[src/rtl/shreg4_pkg.sv]
// Shared constants and types for the shreg4_piso_siso block.
package shreg4_pkg;

    localparam int unsigned WIDTH = 4;

    typedef logic [$clog2(WIDTH+1)-1:0] cnt_t;

    localparam cnt_t CNT_MAX  = cnt_t'(WIDTH);
    localparam cnt_t CNT_LAST = cnt_t'(WIDTH - 1);
    localparam cnt_t CNT_ONE  = cnt_t'(1);

endpackage

[src/rtl/shreg_core.sv]
// WIDTH-bit register: synchronous reset, parallel load, shift right with serial in, hold.
module shreg_core
    import shreg4_pkg::*;
#(
    parameter int unsigned Width = WIDTH
) (
    input  logic             clk,
    input  logic             rst,
    input  logic             load,
    input  logic             shift,
    input  logic [Width-1:0] din,
    input  logic             sin,
    output logic [Width-1:0] q
);

    logic [Width-1:0] q_d, q_q;

    // Load wins over shift; neither means hold.
    always_comb begin
        q_d = q_q;
        if (load) begin
            q_d = din;
        end else if (shift) begin
            q_d = {sin, q_q[Width-1:1]};
        end
    end

    always_ff @(posedge clk) begin
        if (rst) begin
            q_q <= '0;
        end else begin
            q_q <= q_d;
        end
    end

    assign q = q_q;

endmodule

[src/rtl/shreg4_piso_siso.sv]
// Three independent 4-bit shift channels: SHReg4 load/shift, PISO and SISO.
// Define SHREG4_DONE_EN to build the done flags and their bit counters.
module shreg4_piso_siso
    import shreg4_pkg::*;
(
    input  logic             clk,
    input  logic             rst,
    input  logic [WIDTH-1:0] pin,
    input  logic             shr,
    output logic [WIDTH-1:0] pout,
    output logic             sout,
    input  logic             pl,
    input  logic             piso_en,
    output logic             piso_out,
    output logic             piso_done,
    input  logic             sl,
    input  logic             siso_en,
    input  logic             siso_in,
    output logic             siso_out,
    output logic             siso_done
);

    logic [WIDTH-1:0] shr_q, piso_q, siso_q;
    logic             piso_shift, siso_shift;
    logic             piso_out_q;

    // SHReg4 channel: always either loads or shifts, serial in is pin MSB.
    shreg_core #(
        .Width (WIDTH)
    ) u_shr (
        .clk   (clk),
        .rst   (rst),
        .load  (~shr),
        .shift (shr),
        .din   (pin),
        .sin   (pin[WIDTH-1]),
        .q     (shr_q)
    );

    assign pout = shr_q;
    assign sout = shr_q[0];

    shreg_core #(
        .Width (WIDTH)
    ) u_piso (
        .clk   (clk),
        .rst   (rst),
        .load  (pl),
        .shift (piso_shift),
        .din   (pin),
        .sin   (1'b0),
        .q     (piso_q)
    );

    shreg_core #(
        .Width (WIDTH)
    ) u_siso (
        .clk   (clk),
        .rst   (rst),
        .load  (1'b0),
        .shift (siso_shift),
        .din   ('0),
        .sin   (siso_in),
        .q     (siso_q)
    );

    assign siso_shift = sl & siso_en;
    assign siso_out   = siso_q[0];

`ifdef SHREG4_DONE_EN
    cnt_t piso_cnt_q, siso_cnt_q;
    logic piso_done_q, siso_done_q;

    // Enables past the WIDTH-th bit are ignored until the next load.
    assign piso_shift = ~pl & piso_en & (piso_cnt_q < CNT_MAX);

    always_ff @(posedge clk) begin
        if (rst) begin
            piso_cnt_q  <= '0;
            piso_done_q <= 1'b0;
        end else if (pl) begin
            piso_cnt_q  <= '0;
            piso_done_q <= 1'b0;
        end else if (piso_shift) begin
            piso_cnt_q <= piso_cnt_q + CNT_ONE;
            if (piso_cnt_q == CNT_LAST) begin
                piso_done_q <= 1'b1;
            end
        end
    end

    always_ff @(posedge clk) begin
        if (rst) begin
            siso_cnt_q  <= '0;
            siso_done_q <= 1'b0;
        end else if (!sl) begin
            siso_cnt_q  <= '0;
            siso_done_q <= 1'b0;
        end else if (siso_shift && (siso_cnt_q < CNT_MAX)) begin
            siso_cnt_q <= siso_cnt_q + CNT_ONE;
            if (siso_cnt_q == CNT_LAST) begin
                siso_done_q <= 1'b1;
            end
        end
    end

    assign piso_done = piso_done_q;
    assign siso_done = siso_done_q;
`else
    assign piso_shift = ~pl & piso_en;
    assign piso_done  = 1'b0;
    assign siso_done  = 1'b0;
`endif

    // piso_out keeps the last emitted bit across loads and idle cycles.
    always_ff @(posedge clk) begin
        if (rst) begin
            piso_out_q <= 1'b0;
        end else if (piso_shift) begin
            piso_out_q <= piso_q[0];
        end
    end

    assign piso_out = piso_out_q;

    logic unused_bits;
    assign unused_bits = ^{piso_q[WIDTH-1:1], siso_q[WIDTH-1:1]};

endmodule

[config.mk]
export PLATFORM = sky130hd
export DESIGN_NAME = shreg4_piso_siso
export DESIGN_NICKNAME = d
export VERILOG_FILES = /design/src/rtl/shreg4_pkg.sv /design/src/rtl/shreg_core.sv /design/src/rtl/shreg4_piso_siso.sv
export SDC_FILE = /design/constraint.sdc
export NUM_CORES = 1
export LEC_CHECK = 0
export ABC_AREA = 1
export CAP_MARGIN = 10
export CORE_AREA = 5 5 42 44
export CTS_CLUSTER_DIAMETER = 120
export CTS_CLUSTER_SIZE = 8
export DETAILED_ROUTE_END_ITERATION = 6
export DIE_AREA = 0 0 47 49
export PLACE_DENSITY = 0.73
export SYNTH_ARGS = -nofsm -noshare
export SYNTH_HDL_FRONTEND = slang
export SYNTH_SLANG_ARGS = --single-unit
[constraint.sdc]
create_clock -name clk -period 1.2 [get_ports clk]
set_input_delay 0.12 -clock clk [delete_from_list [all_inputs] [get_ports clk]]
set_output_delay 0.12 -clock clk [all_outputs]
set_load 0.05 [all_outputs]
Word level (Yosys, flattened, before mapping) --
Cells that the tools add are included.
Word-level totals: register bits after elaboration 13, bits in latches 0, bits in writable memories 0, memory bits (read-only) 0, output and inout port bits 9, memories kept 0
Operators by class: add/subtract/negate cells 0, multipliers 0, divide/modulo/power cells 0, magnitude comparators 0, equal/unequal tests 0, shifts and indexed selects 0, multiplexer cells 3, bitwise gates (word level) 3, reduce and logical (&&, ||, !) cells 1
Operator list (number):
- $mux W4 | 2
- $mux W3 | 1
- $and A1 B1 Y1 | 2
- $reduce_bool A2 Y1 | 1
- $not A1 Y1 | 1

Logic depth before layout (Yosys ltp) --
depth after elaboration 4, depth in mapped cells 5, depth with buffers taken out 5

By module --
Synthesis repeated with hierarchy kept, for this count alone.
Second synthesis, totals: cell total of the unflattened synthesis 113, area, all modules 676.9 µm²
Modules (own cells, without submodules):
- shreg_core | instances 3, cells each 32, area an instance 193.9 µm², sequential area each 80.1 µm²
- shreg4_piso_siso | instances 1, cells each 17, area an instance 95.1 µm², sequential area each 20.0 µm²

Worst setup path after synthesis --
No wires, ideal clock.
kind reg-to-output, start point register u_shr.q_q[0], in the netlist u_shr.q[0], end point output port pout[0], data arrival time 0.894 ns, data required time 1.080 ns, slack 0.186 ns, stages on the path, launching flop included 2, path buffers 1, cell sequence dfxtp_1 buf_4
RTL lines:
- from (decl) | line shreg_core.sv:16 | logic [Width-1:0] q_d, q_q;
- from (signal assigned) | line shreg_core.sv:32 | q_q <= q_d;
- to (decl) | line shreg4_piso_siso.sv:10 | output logic [WIDTH-1:0] pout,
No word-level cell between the ends.

Worst setup path in the final report --
start point register u_shr.q_q[0], in the netlist u_shr.q[0], end point output port pout[0]
No word-level cell between the ends.

==> run_results.csv <==
group,metric,value,unit
sta,fmax,1.01,GHz
place,place_area,767,um^2
outcome,status,"finished clean",
synth,avgSynthCellArea,7.26,um^2
cts,clockRootBuffer,"clkbuf_4",
global_route,grt_overflow,0,
global_route,grt_pass1_wl,1.80,mm
min_path,hold_class,"input pin to register",
sta,maxSlewViolCount,0,
pwr,p_switching,0.283,mW
global_route,grt_usage,11.7,%
setup_path,start_kind,"register",
detailed_routing,drc_errors,0,
setup_path,cp_slowest_stage_delay,0.42,ns
place,post-place-ws,0.0350,ns
layout,area_delta_synth_final,51.7,%
place,dp_hpwl,895,um
cts,cts_tree,"yes",
pwr,p_seq_share,49.1,%
setup_path,critical_path.slowest_cell,"dfxtp_1",
sta,hold_violations,0,
pwr,power_density,1220,mW/mm^2
pwr,power.total,0.971,mW
detailed_routing,drtPass1Iterations,4,
cts,cts-resized-gates,0,
sta,clock_skew,0.00629,ns
layout,fin_util,56.6,%
setup_path,cpLargestDelayFamily,"flip-flops",
synth,yosys_warnings,0,
synth,ys_seq_elements,13,
global_route,grt_start_max_net_pins,12,
layout,antenna_cells,0,
pwr,power.internal,0.689,mW
synth,netlist_area,523,um^2
sta,setup_violations,0,
sta,min_period_over_period,82.1,%
floorplan,pin_count,21,
pwr,clockPowerShare,28.4,%
setup_path,crit_buf_inv,1,
floorplan,initial_core_util,37.3,%
cts,clkSinkCount,13,
detailed_routing,vias_per_cell,4.64,
synth,ys_types,12,
setup_path,crit_cells,1,
sta,fin_ws,0.214,ns
detailed_routing,vias,497,
floorplan,die_h,49,um
flow_run,maxCapViolCount,0,
pwr,p_comb_share,22.5,%
setup_path,required,1.08,ns
synth,yosysSeqAreaShare,49.8,%
floorplan,die_w,47,um
global_route,antenna_found_initial,0,
setup_path,critPathCaptureType,"output pin",
cts,clk_pin_slew_worst_paths,0.07,ns
sta,fin_crit,0.986,ns
layout,drive_gt1_share,15.4,%
setup_path,critical_path.cell_chain,"buf_12",
pwr,switching_share,29.1,%
cts,h-tree-depth,1,
synth,syn_inst,72,
floorplan,core_area,0.00140,mm^2
cts,clockBufferDepth,2,
cts,ctsHoldBuffers,0,
detailed_routing,wirelength,1.14,mm
cts,postCtsSetupRepairBufs,0,
detailed_routing,drt_first_iter_violations,3,
pwr,ir_drop,0.996,mV
layout,fin_nets,104,
global_route,first_global_vias,419,
sta,grt_setup_unrepaired,"false",
detailed_routing,drtAntennaViolNets,0,
floorplan,dieArea,0.00230,mm^2
setup_path,cp_max_fo,2,
place,place.gp.congestion,0.716,
layout,postLayoutCellArea,793,um^2
floorplan,num_rows,14,
sta,timing.setup.tns,0,ns
cts,cts_made_buffers,3,
min_path,hold_depth,3,
setup_path,cp_data_arrival_time,0.87,ns
pwr,leakagePower,0.367,nW
setup_path,worstSetupPathType,"register to output pin",
detailed_routing,avgRoutedWirePerCell,10.7,um
setup_path,reg2reg_depth,4,
cts,clock_latency,0.28,ns
place,numPortBuffers,18,
-- layout by cell type, fill, tap and decap left out --
cell and count:
clkdlybuf4s50_1 11, nor2_1 15, o21ai_1 3, a21oi_2 1
nand2_1 14, nor2_2 1, clkbuf_1 1, dfxtp_1 13
buf_12 7, o21ai_0 4, nand3_1 8, inv_1 6
inv_2 2, conb_1 2, clkbuf_4 3
-- cells in the mapped netlist (all sizes together) --
cell | instances | area (um^2)
a21oi | 1 | 8.76
buf | 4 | 30.0
dfxtp | 13 | 260
nand2 | 14 | 52.6
inv | 8 | 30.0
conb | 1 | 3.75
o21ai | 7 | 35.0
nand3 | 8 | 40.0
nor2 | 16 | 62.6
-- stage by stage --
step | instances | hold WS (ns)
2_1_floorplan | 73 | 0.182
3_3_place_gp | 103 | 0.459
3_5_place_dp | 103 | 0.465
4_1_cts | 107 | 0.389
5_1_grt | 107 | 0.388
6_report | 107 | 0.387
-- kinds of logic after synthesis --
logic type,count (synthesis),synth area share (%)
other,1,0.717
DFF,13,49.8
AOI/OAI and AO/OA,8,8.37
and+or+nand+nor,38,29.7
buffers and inverters,12,11.5
-- flip-flops by register name, indices dropped and copies added (netlist names) --
register  cells
u_piso.q      4
u_shr.q       4
u_siso.q      4
piso_out      1
-- per-layer routing --
metal	GRT usage [%]	wire length, um	vias up
met5	0	0	-
met1	12.7	452	212
met4	11.1	51	0
met3	3.69	111	5
li1	-	-	258
met2	16.7	527	22
-- final timing paths --
check	start	to	slack [ns]
max reg2reg	u_piso.q[2]	u_piso.q[1]	0.51
max	u_shr.q[0]	pout[0]	0.21
min	pin[3]	u_shr.q[3]	0.39
min reg2reg	u_piso.q[3]	u_piso.q[3]	0.47
-- cell type report --
cell class	count	area, um^2
Multi-Input combinational cell	48	206
Sequential cell	13	260
Inverter	8	30.0
Timing Repair Buffer	18	250
Tap cell	16	20.0
Clock buffer	4	26.3
Fill cell	142	608
-- worst register-to-register path, stage by stage (launching register included) --
cell	delay, ns
dfxtp_1	0.33
nand3_1	0.08
nand3_1	0.08
nand2_1	0.06
inv_1	0.04
-- power groups by stage --
stage,Clock [mW],Combinational (mW),Sequential (mW)
final,0.276,0.219,0.477
after global routing,0.309,0.234,0.481
after CTS,0.279,0.220,0.477
after detailed placement,0,0.219,0.488
after global placement,0,0.217,0.486
after floorplan,0,0.0813,0.517
Note: power is estimated with default switching activity, not from simulation.
